--- config.mk ---
export PLATFORM = sky130hd
export DESIGN_NAME = fifo_uart_tx
export DESIGN_NICKNAME = d
export VERILOG_FILES = /design/src/rtl/uart_pkg.sv /design/src/rtl/uart_baud_cnt.sv /design/src/rtl/fifo_uart_tx.sv
export SDC_FILE = /design/constraint.sdc
export NUM_CORES = 1
export LEC_CHECK = 0
export CAP_MARGIN = 20
export CORE_MARGIN = 8
export CORE_UTILIZATION = 56
export DETAILED_ROUTE_END_ITERATION = 10
export PLACE_DENSITY_LB_ADDON = 0.08
export REMOVE_ABC_BUFFERS = 1
export SYNTH_ARGS = -nofsm -noshare
export SYNTH_HDL_FRONTEND = slang
export SYNTH_SLANG_ARGS = --single-unit
--- constraint.sdc ---
create_clock -name clk -period 2.7 [get_ports clk]
set_input_delay 0.54 -clock clk [delete_from_list [all_inputs] [get_ports clk]]
set_output_delay 0.54 -clock clk [all_outputs]
set_load 0.005 [all_outputs]
--- src/rtl/uart_pkg.sv ---
// uart_pkg: shared UART types and constants for the AD polling path
package uart_pkg;
    typedef enum logic [2:0] {IDLE, READ, LOAD, START, DATA, STOP} state_t;
    localparam int         CLK_FREQ_HZ  = 50_000_000;
    localparam int         BAUD_DEFAULT = 115200;
    localparam logic [7:0] CR           = 8'h0D;
    localparam logic [7:0] LF           = 8'h0A;
endpackage

--- src/rtl/uart_baud_cnt.sv ---
// uart_baud_cnt: free-running bit-period counter that pulses bit_end on its last count
module uart_baud_cnt #(
    parameter int CLKS_PER_BIT = 434
) (
    input  logic clk,
    input  logic reset,
    input  logic clr,
    output logic bit_end
);
    localparam int             W    = $clog2(CLKS_PER_BIT);
    localparam logic [W-1:0] LAST = W'(CLKS_PER_BIT - 1);
    logic [W-1:0] cnt;
    always_ff @(posedge clk)
        cnt <= (reset || clr || bit_end) ? '0 : cnt + 1'b1;
    assign bit_end = (cnt == LAST);
endmodule

--- src/rtl/fifo_uart_tx.sv ---
// fifo_uart_tx: drains a normal-mode FIFO and sends each byte as an 8N1 UART frame,
// pulsing line_done when the stop bit of an EOL byte completes.
module fifo_uart_tx
    import uart_pkg::*;
#(
    parameter int         CLKS_PER_BIT = 434,
    parameter logic [7:0] EOL_BYTE     = LF
) (
    input  logic       clk,
    input  logic       reset,
    input  logic       tx_en,
    input  logic       empty,
    input  logic [7:0] q,
    output logic       rdreq,
    output logic       tx,
    output logic       busy,
    output logic       line_done
);
    state_t     state, next;
    logic [7:0] sh;
    logic [2:0] idx;
    logic       eol, bit_end, clr;
    // Counter is held at zero until the start bit so every bit gets a full period
    assign clr = state inside {IDLE, READ, LOAD};
    uart_baud_cnt #(.CLKS_PER_BIT(CLKS_PER_BIT)) baud (
        .clk(clk),
        .reset(reset),
        .clr(clr),
        .bit_end(bit_end)
    );
    always_ff @(posedge clk) begin
        if (reset) begin
            state <= IDLE;
            sh    <= '0;
            idx   <= '0;
            eol   <= 1'b0;
        end else begin
            state <= next;
            if (state == LOAD) begin
                sh  <= q;
                idx <= '0;
                eol <= (q == EOL_BYTE);
            end else if (state == DATA && bit_end) begin
                sh  <= sh >> 1;
                idx <= idx + 3'd1;
            end
        end
    end
    always_comb begin
        next      = state;
        rdreq     = (state == READ);
        busy      = (state != IDLE);
        tx        = (state == START) ? 1'b0 : (state == DATA) ? sh[0] : 1'b1;
        line_done = (state == STOP) && bit_end && eol;
        case (state)
            IDLE:    next = (tx_en && !empty) ? READ : IDLE;
            READ:    next = LOAD;
            LOAD:    next = START;
            START:   next = bit_end ? DATA : START;
            DATA:    next = (bit_end && idx == 3'd7) ? STOP : DATA;
            STOP:    next = bit_end ? IDLE : STOP;
            default: next = IDLE;
        endcase
    end
endmodule

==> flow_summary.toml, run 1 <==
[routing]
final_antenna_net_count = 0
viasPerCell = 5.65
wirelength_um = 2270
num_vias = 967
drt_iter0_markers = 24
wl_per_cell_um = 13.3
drcViolationCount = 0
drtPass1Iterations = 4

[hold_path]
min-delay-start = "eol"
min_path_type = "flip-flop to flip-flop"
whs_endpoint = "eol"
min_path_cells = 2

[clocking]
cts.sinks = 24
post-cts-setup-buffers = 0
max-clock-path-buffers = 2
cts-root-buf = "clkbuf_4"
post_cts_resized = 0
hold_buffers = 0
cts_buffers = 3
clk_pin_slew_ns = 0.13
cts_max_level = 1
clkLatencyLatePin_ns = 0.31
tritoncts = "yes"

[setup_path]
slowest_delay_ns = 0.51
endpoint_kind = "output port"
cp-start-kind = "flip-flop"
r2r_setup_slack_ns = 0.85
arrival_ns = 1.96
rr_worst_depth = 5
crit_type = "flip-flop to output port"
worstPathRequired_ns = 2.16
reg2reg_from = "baud.cnt[0]"
cp_top_family = "simple AND/OR/NAND/NOR gates"
reg2reg_to = "idx[0]"
crit_buf_inv = 1
path_cells = "ha_1 > and4bb_4 > nand3_1 > nor2_1 > clkdlybuf4s50_1"
cp-startpoint = "baud.cnt[0]"
crit_path_max_fanout = 5
critPathSlowestCell = "clkdlybuf4s50_1"

[synthesis]
yosysWarningCount = 0
netlist_area_um2 = 1150
syn_avg_cell_area_um2 = 8.75
ys_ff_latch = 24
synth_seq_area_share_pct = 41.9
synth.distinct_cells = 29
synth_cells = 131

[grt]
grt_use_total_pct = 12.9
grt_first_pass_wirelength_um = 3800
antenna_found_initial = 0
grt_max_degree = 14
grt_pass1_vias = 885
grt_overflow = 0

[timing]
rsz0062_at_grt = "false"
fmax_mhz = 400
slew-limit-headroom_pct = 63.7
finalHoldViolCount = 0
setup-tns-final_ns = 0
worstMarginPinSlew_ns = 0.543
setup_violations = 0
post-route-period-util_pct = 92.6
fin_crit_ns = 2.50
clock_skew_ns = 0.00582
slew_violations = 0

[layout]
nNetsFinal = 161
syn_to_final_growth_pct = 16.7
antenna-diode-count = 0
drive_gt1_share_pct = 6.25

[power_and_ir_drop]
peakVddDrop_uv = 393
cellPowerDensity_nw_per_um2 = 493
total_power_mw = 0.659
power.leakage_nw = 0.480

[die]
die_h_um = 61.2
die_w_um = 61.2
core_area_um2 = 1940
fp-row-count = 16
initial_core_util_pct = 59.0
die_area_um2 = 3750
io_pins = 16

[placement]
place_congestion = 0.767
io_buffers = 15
post-dp-hpwl_um = 1740

[run]
drv_cap = 0

[run_status]
outcome = "finished, final reports clean"
[how the worst max path moves through the flow]
| stage | to | slack, ns | cells after the start |
|---|---|---|---|
| after floorplan | line_done | 1.14 | 4 |
| after global placement | line_done | 0.61 | 5 |
| after detailed placement | line_done | 0.52 | 5 |
| after CTS | line_done | 0.16 | 5 |
| after global routing | line_done | 0.08 | 5 |
| final | line_done | 0.20 | 5 |
[state kept, by name, indices dropped and copies added (netlist names)]
register,cells
idx,3
eol,1
baud.cnt,9
state,3
sh,8
[stage by stage]
stage / cell area (um2) / worst slack [ns] / util [%] / std cells / hold WS [ns]
3_3_place_gp: 1300 / 0.607 / 67.0 / 167 / 0.452
2_1_floorplan: 1110 / 1.14 / - / 124 / 0.431
5_1_grt: 1340 / 0.0770 / 68.9 / 171 / 0.503
4_1_cts: 1340 / 0.160 / 68.9 / 171 / 0.472
6_report: 1340 / 0.200 / 68.9 / 171 / 0.475
3_5_place_dp: 1300 / 0.521 / 67.0 / 167 / 0.454
[placed cells by master (no fill, tap or decap), types with 2 or more instances in the layout]
| master | n |
|---|---|
| or3_1 | 3 |
| inv_1 | 4 |
| o22ai_1 | 7 |
| nor4b_1 | 2 |
| nor2_1 | 17 |
| clkdlybuf4s50_1 | 15 |
| xor2_1 | 2 |
| nand4_1 | 2 |
| nor2b_1 | 3 |
| clkbuf_4 | 3 |
| a21oi_1 | 4 |
| nand2b_1 | 9 |
| nor3_1 | 4 |
| a31oi_1 | 8 |
| mux2i_1 | 3 |
| nand2_1 | 6 |
| nand3_1 | 8 |
| ha_1 | 4 |
| xnor2_1 | 6 |
| dfxtp_1 | 24 |
[metal layers]
layer / GRT usage (%) / share of wire [%]
met1: 17.4 / 50
met2: 19.7 / 45
met3: 2.09 / 4.5
met4: 4.98 / 0.53
met5: 0 / 0
[report_power, final]
| part | internal [mW] | total, mW | switching (mW) |
|---|---|---|---|
| clock | 0.0823 | 0.185 | 0.103 |
| sequential | 0.371 | 0.388 | 0.0167 |
| combinational | 0.0506 | 0.0865 | 0.0359 |
[final cells by class]
class	count	area (um2)
well taps	27	33.8
fillers	167	604
multi-input cells	96	614
repair buffers	16	158
inverters	4	15.0
clock buffers	4	36.3
flip-flops and latches	24	480
[cells by family (layout without fill, tap and decap cells)]
| family | Yosys count | in the layout | synth area share [%] |
|---|---|---|---|
| buf+inv | 11 | 24 | 4.48 |
| compound gates | 22 | 22 | 12.1 |
| fa+ha+maj | 4 | 4 | 4.37 |
| xor+xnor | 8 | 8 | 6.11 |
| flops | 24 | 24 | 41.9 |
| simple gates | 58 | 58 | 27.4 |
| mux | 4 | 4 | 3.60 |
[cells in the mapped netlist]
cell type | instances | share of area (%)
clkbuf_1 | 4 | 1.3
nand2_1 | 6 | 2.0
nand4_1 | 2 | 1.1
ha_1 | 4 | 4.4
nor2b_1 | 3 | 1.6
xnor2_1 | 6 | 4.6
a22oi_1 | 1 | 0.66
nor3b_1 | 1 | 0.66
xor2_1 | 2 | 1.5
mux2_2 | 1 | 0.98
mux2i_1 | 3 | 2.6
o22ai_1 | 7 | 3.8
a2bb2oi_1 | 1 | 0.76
a31oi_1 | 8 | 4.4
buf_6 | 1 | 0.98
a21oi_1 | 4 | 1.7
o32ai_1 | 1 | 0.76
nor2_1 | 17 | 5.6
and4b_2 | 1 | 0.98
nand2b_1 | 9 | 4.9
or3_1 | 3 | 1.6
nand3_1 | 8 | 3.5
and4bb_4 | 1 | 1.4
nor3_1 | 4 | 1.7
dfxtp_1 | 24 | 42
nor4b_1 | 2 | 1.5
and2_4 | 1 | 0.76
inv_1 | 4 | 1.3
buf_2 | 2 | 0.87
[worst min-delay path: cells and delay by family (launching register included)]
kind	cells	cell delay, ns
AND/OR/NAND/NOR	1	0.05
flip-flops	1	0.34
AO/OA/AOI/OAI	1	0.05
Note: power is estimated with default switching activity, not from simulation.
==> inputs of run 2 (changes only) <==
--- a/config.mk
+++ b/config.mk
@@ -6,7 +6,7 @@
 export NUM_CORES = 1
 export LEC_CHECK = 0
 export CAP_MARGIN = 20
-export CORE_MARGIN = 8
+export CORE_MARGIN = 3
 export CORE_UTILIZATION = 56
 export DETAILED_ROUTE_END_ITERATION = 10
 export PLACE_DENSITY_LB_ADDON = 0.08
==> flow_summary.toml, run 2 (same netlist as run 1, synthesis figures left out) <==
[clocking]
post-cts-setup-buffers = 0
max-clock-path-buffers = 2
cts_max_level = 1
tritoncts = "yes"
cts-root-buf = "clkbuf_4"
clk_pin_slew_ns = 0.14
cts_buffers = 3
clkLatencyLatePin_ns = 0.32
cts.sinks = 24
hold_buffers = 0
post_cts_resized = 0

[setup_path]
cp-start-kind = "flip-flop"
arrival_ns = 1.94
crit_type = "flip-flop to output port"
worstPathRequired_ns = 2.16
endpoint_kind = "output port"
crit_path_max_fanout = 5

[grt]
grt_first_pass_wirelength_um = 3810
grt_use_total_pct = 19.1
antenna_found_initial = 0
grt_max_degree = 14
grt_pass1_vias = 894
grt_overflow = 0

[routing]
final_antenna_net_count = 0
drt_iter0_markers = 22
drtPass1Iterations = 4
routed.top_layer = "met4"
met2_length_um = 915
viasPerCell = 5.67
wl_met3_um = 110
wl_met1_um = 1100
drcViolationCount = 0
wirelength_um = 2180
wl_per_cell_um = 12.9
num_vias = 958

[die]
core_area_um2 = 1820
initial_core_util_pct = 63.0
fp-row-count = 15
die_area_um2 = 2630
die_h_um = 51.2
io_pins = 16
die_w_um = 51.2

[layout]
fin_area_um2 = 1340
mostFrequentLayoutCells = "dfxtp_1 (24), nor2_1 (17), clkdlybuf4s50_1 (15)"
layoutNonFillerInstCount = 169
final_common_cell = "dfxtp_1"
top_register = "baud.cnt"
nNetsFinal = 161
antenna-diode-count = 0
largest_reg_flops = 9
syn_to_final_growth_pct = 16.5
drive_gt1_share_pct = 6.25
top_regs = "baud.cnt: 9 flops, sh: 8 flops"

[placement]
place_congestion = 0.749
post-dp-hpwl_um = 1600
placed_area_um2 = 1300
io_buffers = 15
place_inst = 165

[timing]
rsz0062_at_grt = "false"
fmax_mhz = 403
post-route-period-util_pct = 92.0
clock_skew_ns = 0.0143
finalHoldViolCount = 0
slew-limit-headroom_pct = 63.9
setup_violations = 0
setup-tns-final_ns = 0
worstMarginPinSlew_ns = 0.539
fin_crit_ns = 2.48
slew_violations = 0

[power_and_ir_drop]
cellPowerDensity_nw_per_um2 = 498
power.leakage_nw = 0.480
total_power_mw = 0.664
peakVddDrop_uv = 421

[run_status]
outcome = "finished, final reports clean"

[hold_path]
min_path_type = "flip-flop to flip-flop"

[run]
drv_cap = 0
run 2: cell counts in the layout (fill, tap and decap cells not counted):
Identical to the previous run, type by type.
run 2: critical path: stages (launching register included):
cell and delay, ns:
dfxtp_1 0.42, ha_1 0.17, and4bb_4 0.26, nand3_1 0.12
nor2_1 0.15, clkdlybuf4s50_1 0.51
run 2: through the flow:
step                      utilization [%]  hold slack (ns)  setup WS [ns]
after floorplan                         -            0.431           1.14
after global placement               71.3            0.455          0.614
after detailed placement             71.3            0.462          0.563
after CTS                            73.3            0.482          0.195
after global routing                 73.3            0.508          0.104
final                                73.3            0.485          0.216
run 2: final cells by class:
class | instances | area (um2)
well taps | 25 | 31.3
fillers | 149 | 485
flip-flops and latches | 24 | 480
multi-input cells | 96 | 614
repair buffers | 16 | 158
clock buffers | 4 | 36.3
inverters | 4 | 15.0
run 2: layer usage:
| metal | GRT usage, % | vias to the layer above |
|---|---|---|
| li1 | - | 489 |
| met1 | 25.9 | 440 |
| met2 | 28.1 | 24 |
| met3 | 3.79 | 5 |
| met4 | 10.9 | 0 |
| met5 | 0 | - |
run 2: path summary, 6_finish.rpt:
path	from	endpoint	slack [ns]	depth (start not counted)
max	baud.cnt[0]	line_done	0.22	5
min reg2reg	eol	eol	0.48	2
min	eol	eol	0.48	2
max reg2reg	baud.cnt[0]	idx[0]	0.91	5
run 2: report_power, final:
group | switching, mW | internal (mW) | leakage (nW)
Combinational | 0.0350 | 0.0505 | 0.264
Clock | 0.108 | 0.0825 | 0.0210
Sequential | 0.0168 | 0.371 | 0.195
Total | 0.160 | 0.504 | 0.480
==> inputs of run 3 (changes only) <==
--- a/config.mk
+++ b/config.mk
@@ -9,6 +9,7 @@
 export CORE_MARGIN = 3
 export CORE_UTILIZATION = 56
 export DETAILED_ROUTE_END_ITERATION = 10
+export MAX_ROUTING_LAYER = met4
 export PLACE_DENSITY_LB_ADDON = 0.08
 export REMOVE_ABC_BUFFERS = 1
 export SYNTH_ARGS = -nofsm -noshare
==> flow_summary.toml, run 3 (same netlist as run 1, synthesis figures left out) <==
[layout]
largest_reg_flops = 9
antenna-diode-count = 0
final_util_pct = 73.3
drive_gt1_share_pct = 6.25
mostFrequentLayoutCells = "dfxtp_1 (24), nor2_1 (17), clkdlybuf4s50_1 (15)"
final_common_cell = "dfxtp_1"
syn_to_final_growth_pct = 16.5
top_regs = "baud.cnt: 9 flops, sh: 8 flops"
fillers = 149
nNetsFinal = 161
top_register = "baud.cnt"

[routing]
num_vias = 956
viasPerCell = 5.66
wirelength_um = 2180
drtPass1Iterations = 4
drcViolationCount = 0
wl_per_cell_um = 12.9
drt_iter0_markers = 22
final_antenna_net_count = 0

[die]
io_pins = 16
core_area_um2 = 1820
initial_core_util_pct = 63.0
die_area_um2 = 2630
die_w_um = 51.2
fp-row-count = 15
die_h_um = 51.2

[clocking]
cts-root-buf = "clkbuf_4"
max-clock-path-buffers = 2
clk_pin_slew_ns = 0.14
cts.sinks = 24
tritoncts = "yes"
hold_buffers = 0
post_cts_resized = 0
clkLatencyLatePin_ns = 0.32
post-cts-setup-buffers = 0
cts_buffers = 3
cts_max_level = 1

[timing]
worstMarginPinSlew_ns = 0.555
slew-limit-headroom_pct = 62.9
slew_violations = 0
finalHoldViolCount = 0
setup_slack_ns = 0.216
fin_crit_ns = 2.48
rsz0062_at_grt = "false"
fmax_mhz = 402
whs_ns = 0.482
post-route-period-util_pct = 92.0
setup-tns-final_ns = 0
setup_violations = 0
clock_skew_ns = 0.0153

[setup_path]
rr_worst_depth = 5
endpoint_kind = "output port"
crit_path_max_fanout = 5
arrival_ns = 1.94
cp-start-kind = "flip-flop"
crit_type = "flip-flop to output port"
worstPathRequired_ns = 2.16

[run]
drv_cap = 0

[placement]
io_buffers = 15
place_congestion = 0.758
dp_slack_ns = 0.563
post-dp-hpwl_um = 1600

[grt]
grt_overflow = 0
grt_first_pass_wirelength_um = 3810
antenna_found_initial = 0
grt_max_degree = 14
grt_use_total_pct = 19.6
grt_pass1_vias = 894

[run_status]
outcome = "finished, final reports clean"

[power_and_ir_drop]
cellPowerDensity_nw_per_um2 = 499
peakVddDrop_uv = 422
power.leakage_nw = 0.480

[hold_path]
min_path_type = "flip-flop to flip-flop"
min_path_cells = 2
[run 3: cell counts in the layout (fill, tap and decap cells not counted)]
Identical to the previous run, type by type.
[run 3: per-stage QoR]
step           std cells  power, mW  area [um2]
6_report             169      0.666        1340
5_1_grt              169      0.697        1340
4_1_cts              169      0.671        1340
3_5_place_dp         165      0.481        1300
3_3_place_gp         165      0.478        1300
2_1_floorplan        124      0.437        1110
[run 3: worst paths after layout]
kind,startpoint,to,slack (ns)
setup / recovery,baud.cnt[0],line_done,0.22
hold / removal,eol,eol,0.48
setup reg to reg,baud.cnt[0],idx[0],0.89
hold reg to reg,eol,eol,0.48
[run 3: cell type report]
| type | instances | area, um2 | share of cell area, % |
|---|---|---|---|
| clock buffers | 4 | 36.3 | 2.72 |
| well taps | 25 | 31.3 | 2.34 |
| multi-input cells | 96 | 614 | 46.0 |
| flip-flops and latches | 24 | 480 | 36.0 |
| inverters | 4 | 15.0 | 1.12 |
| repair buffers | 16 | 158 | 11.8 |
[run 3: power by group]
part / switching [mW] / internal (mW) / total (mW) / leakage [nW]
sequential: 0.0167 / 0.371 / 0.388 / 0.195
combinational: 0.0348 / 0.0505 / 0.0853 / 0.264
clock: 0.110 / 0.0825 / 0.192 / 0.0210
total: 0.161 / 0.504 / 0.666 / 0.480
[run 3: critical path: stages, from the launching register on]
cell and delay [ns]:
dfxtp_1 0.42, ha_1 0.17, and4bb_4 0.27, nand3_1 0.12, nor2_1 0.15, clkdlybuf4s50_1 0.51
[run 3: routing by layer]
| metal | track usage, % | part of all wire (%) | routed length [um] |
|---|---|---|---|
| met1 | 25.9 | 51 | 1120 |
| met2 | 28.1 | 41 | 901 |
| met3 | 3.79 | 5.3 | 115 |
| met4 | 10.9 | 2.2 | 49 |
| met5 | - | 0 | 0 |
==> RTL edit, RTL diff (settings of run 3) <==
Reset style: asynchronous (`reset`), changed in one clocked block.
--- a/src/rtl/fifo_uart_tx.sv
+++ b/src/rtl/fifo_uart_tx.sv
@@ -30,3 +30,3 @@
     );
-    always_ff @(posedge clk) begin
+    always_ff @(posedge clk or posedge reset) begin
         if (reset) begin
Check against the original RTL: differs if reset is asserted again (counterexample within 4 cycles, from zero or initial values and one cycle with reset high); with reset held inactive, the same outputs for 10 cycles.
==> RTL edit against run 3 <==
- worst setup slack worse by 94 ps
- sequential cell count unchanged
- routed wire length rose by 7.0%
- power decreased by 4.1%
- die area up 6.2%
- synthesized area grew 7.1%
- clock power fell by 16%
- cell area is 4.5% higher
==> RTL edit: results (changes against run 3) <==
Synth
  – Post-synth top cells: nor2_1, dfrtp_1, nand2_1, dfxtp_1, xnor2_1 (was dfxtp_1, nor2_1, nand2b_1, a31oi_1, nand3_1)
  – Synth area leaders: dfrtp_1, dfxtp_1, nor2_1, nand2_1, ha_1 (was dfxtp_1, nor2_1, nand2b_1, xnor2_1, a31oi_1)
  – Dominant synthesized flop cell: dfrtp_1 (was dfxtp_1)
  – Seq/Total Area, Yosys: 45.26% (was 41.92%)
  – Async S/R FF share, synth: 62.50% (was 0%)
  – Netlist cell types: 42 (was 29)

CTS
  – Worst skew pair latency: 310 ps
  – CTS clock-pin slew for the worst setup and hold paths: 120 ps (was 140 ps)
  – Clock root buffer: clkbuf_4 (unchanged)

Placement
  – RePlAce Congestion: 0.8493 (was 0.7582)
  – Dpl ws: 423.2 ps (was 563.0 ps)
  – Final HPWL from detailed placement: 1.731 mm (was 1.599 mm)

Drt
  – Routed wl met3: 103 µm (was 115 µm)
  – Via density: 5.605 (was 5.657)
  – Met2 wire length: 1.039 mm (was 901 µm)
  – DR pass1 iterations: 4 (unchanged)
  – Post-Route WL: 2.337 mm (was 2.184 mm)
  – Met1 wire length: 1.160 mm (was 1.118 mm)
  – Top layer reached by signal wires: met4 (unchanged)
  – Initial detailed-routing violation count: 27 (was 22)

Pwr
  – Worst VDD drop: 397.9 µV (was 422.5 µV)
  – Comb power frac: 10.3% (was 12.8%)
  – Switching Share: 23.94% (was 24.22%)
  – Leakage power: 0.5868 nW (was 0.4796 nW)
  – Clock Power Share: 25.3% (was 28.9%)

Cells and area
  – Inverters: 4 (unchanged)
  – Count of multi-input gates: 93 (was 96)
  – Biggest regs: baud.cnt x9, sh x8 (unchanged)
  – Layout cells sized above 1: 10.00% (was 6.250%)
  – FF+latch area: 556.8 µm² (was 480.5 µm²)
  – Buffering overhead: 10.76% (was 11.81%)
  – Multi-input gate area: 613.1 µm² (was 614.3 µm²)
  – Layout clock area frac: 1.883% (was 2.718%)
  – Filler cells: 159 (was 149)
  – Nets: 157 (was 161)
  – N_diodes: 0 (unchanged)
  – Non-clock buffer count: 15 (was 16)

Timing
  – Clock Skews: 4.504 ps (was 15.32 ps)
  – Slew @ Worst Pin: 557.7 ps (was 555.4 ps)

Critical path
  – Critical path arrival: 2040 ps (was 1940 ps)
  – CP max FO: 4 (was 5)
  – Crit-path max cell delay: 500 ps

Global routing
  – Vias in the first global route: 903 (was 894)
  – Grt ovf: 0 (unchanged)
  – First-pass GRT wire length: 4.084 mm (was 3.808 mm)
  – Overall global routing resource usage: 21.02% (was 19.62%)
  – Largest net degree at the start of global routing: 16 (was 14)

Run status
  – Status: finished, final reports clean (unchanged)
## RTL edit: cell types whose count changed after synthesis, moves of 3 or more
cell	change
clkbuf_1	-4
nand2b_1	-7
dfrtp_1	+15
nor2b_1	-3
o21ai_0	+4
a21o_1	+3
nor3_1	-3
a31oi_1	-6
o22ai_1	-5
dfxtp_1	-15
nand3_1	-4
nand2_1	+8
## RTL edit: final timing paths
check,cells past startpoint,end,start,slack [ps]
setup / recovery,6,line_done,baud.cnt[1],120
hold / removal,1,baud.cnt[0],baud.cnt[0],440
setup reg to reg,4,idx[0],state[1],1080
hold reg to reg,1,baud.cnt[0],baud.cnt[0],440
max in group asynchronous,2,idx[1],reset,1740
min in group asynchronous,2,eol,reset,590
## RTL edit: cell families after synthesis
group / synth area share, %
adder cells (fa/ha/maj): 4.078
flip-flops: 45.26
AND/OR/NAND/NOR: 28.03
XOR/XNOR: 4.995
buffers and inverters: 5.097
multiplexers: 1.733
AO/OA/AOI/OAI: 10.81
## RTL edit: per-stage QoR
step	power, mW	hold slack, ps	std cells	area, µm²
5_1_grt	0.6716	473.1	167	1395
3_3_place_gp	0.4778	444.6	163	1364
6_report	0.6384	444.1	167	1395
4_1_cts	0.6484	486.5	167	1390
2_1_floorplan	0.4512	429.1	121	1180
3_5_place_dp	0.4847	457.6	163	1364
## RTL edit: per-layer routing
| layer | vias to the layer above | GRT usage, % |
|---|---|---|
| met5 | - | - |
| met4 | 0 | 11.49 |
| met3 | 6 | 4.274 |
| met2 | 26 | 28.72 |
| met1 | 438 | 28.90 |
| li1 | 466 | - |
## RTL edit: repair_timing
action                                  4_1_cts  5_1_grt
hold buffers                                  0        0
setup buffers                                 0        0
gates resized for setup                       0        2
endpoints found under the setup margin        0        1
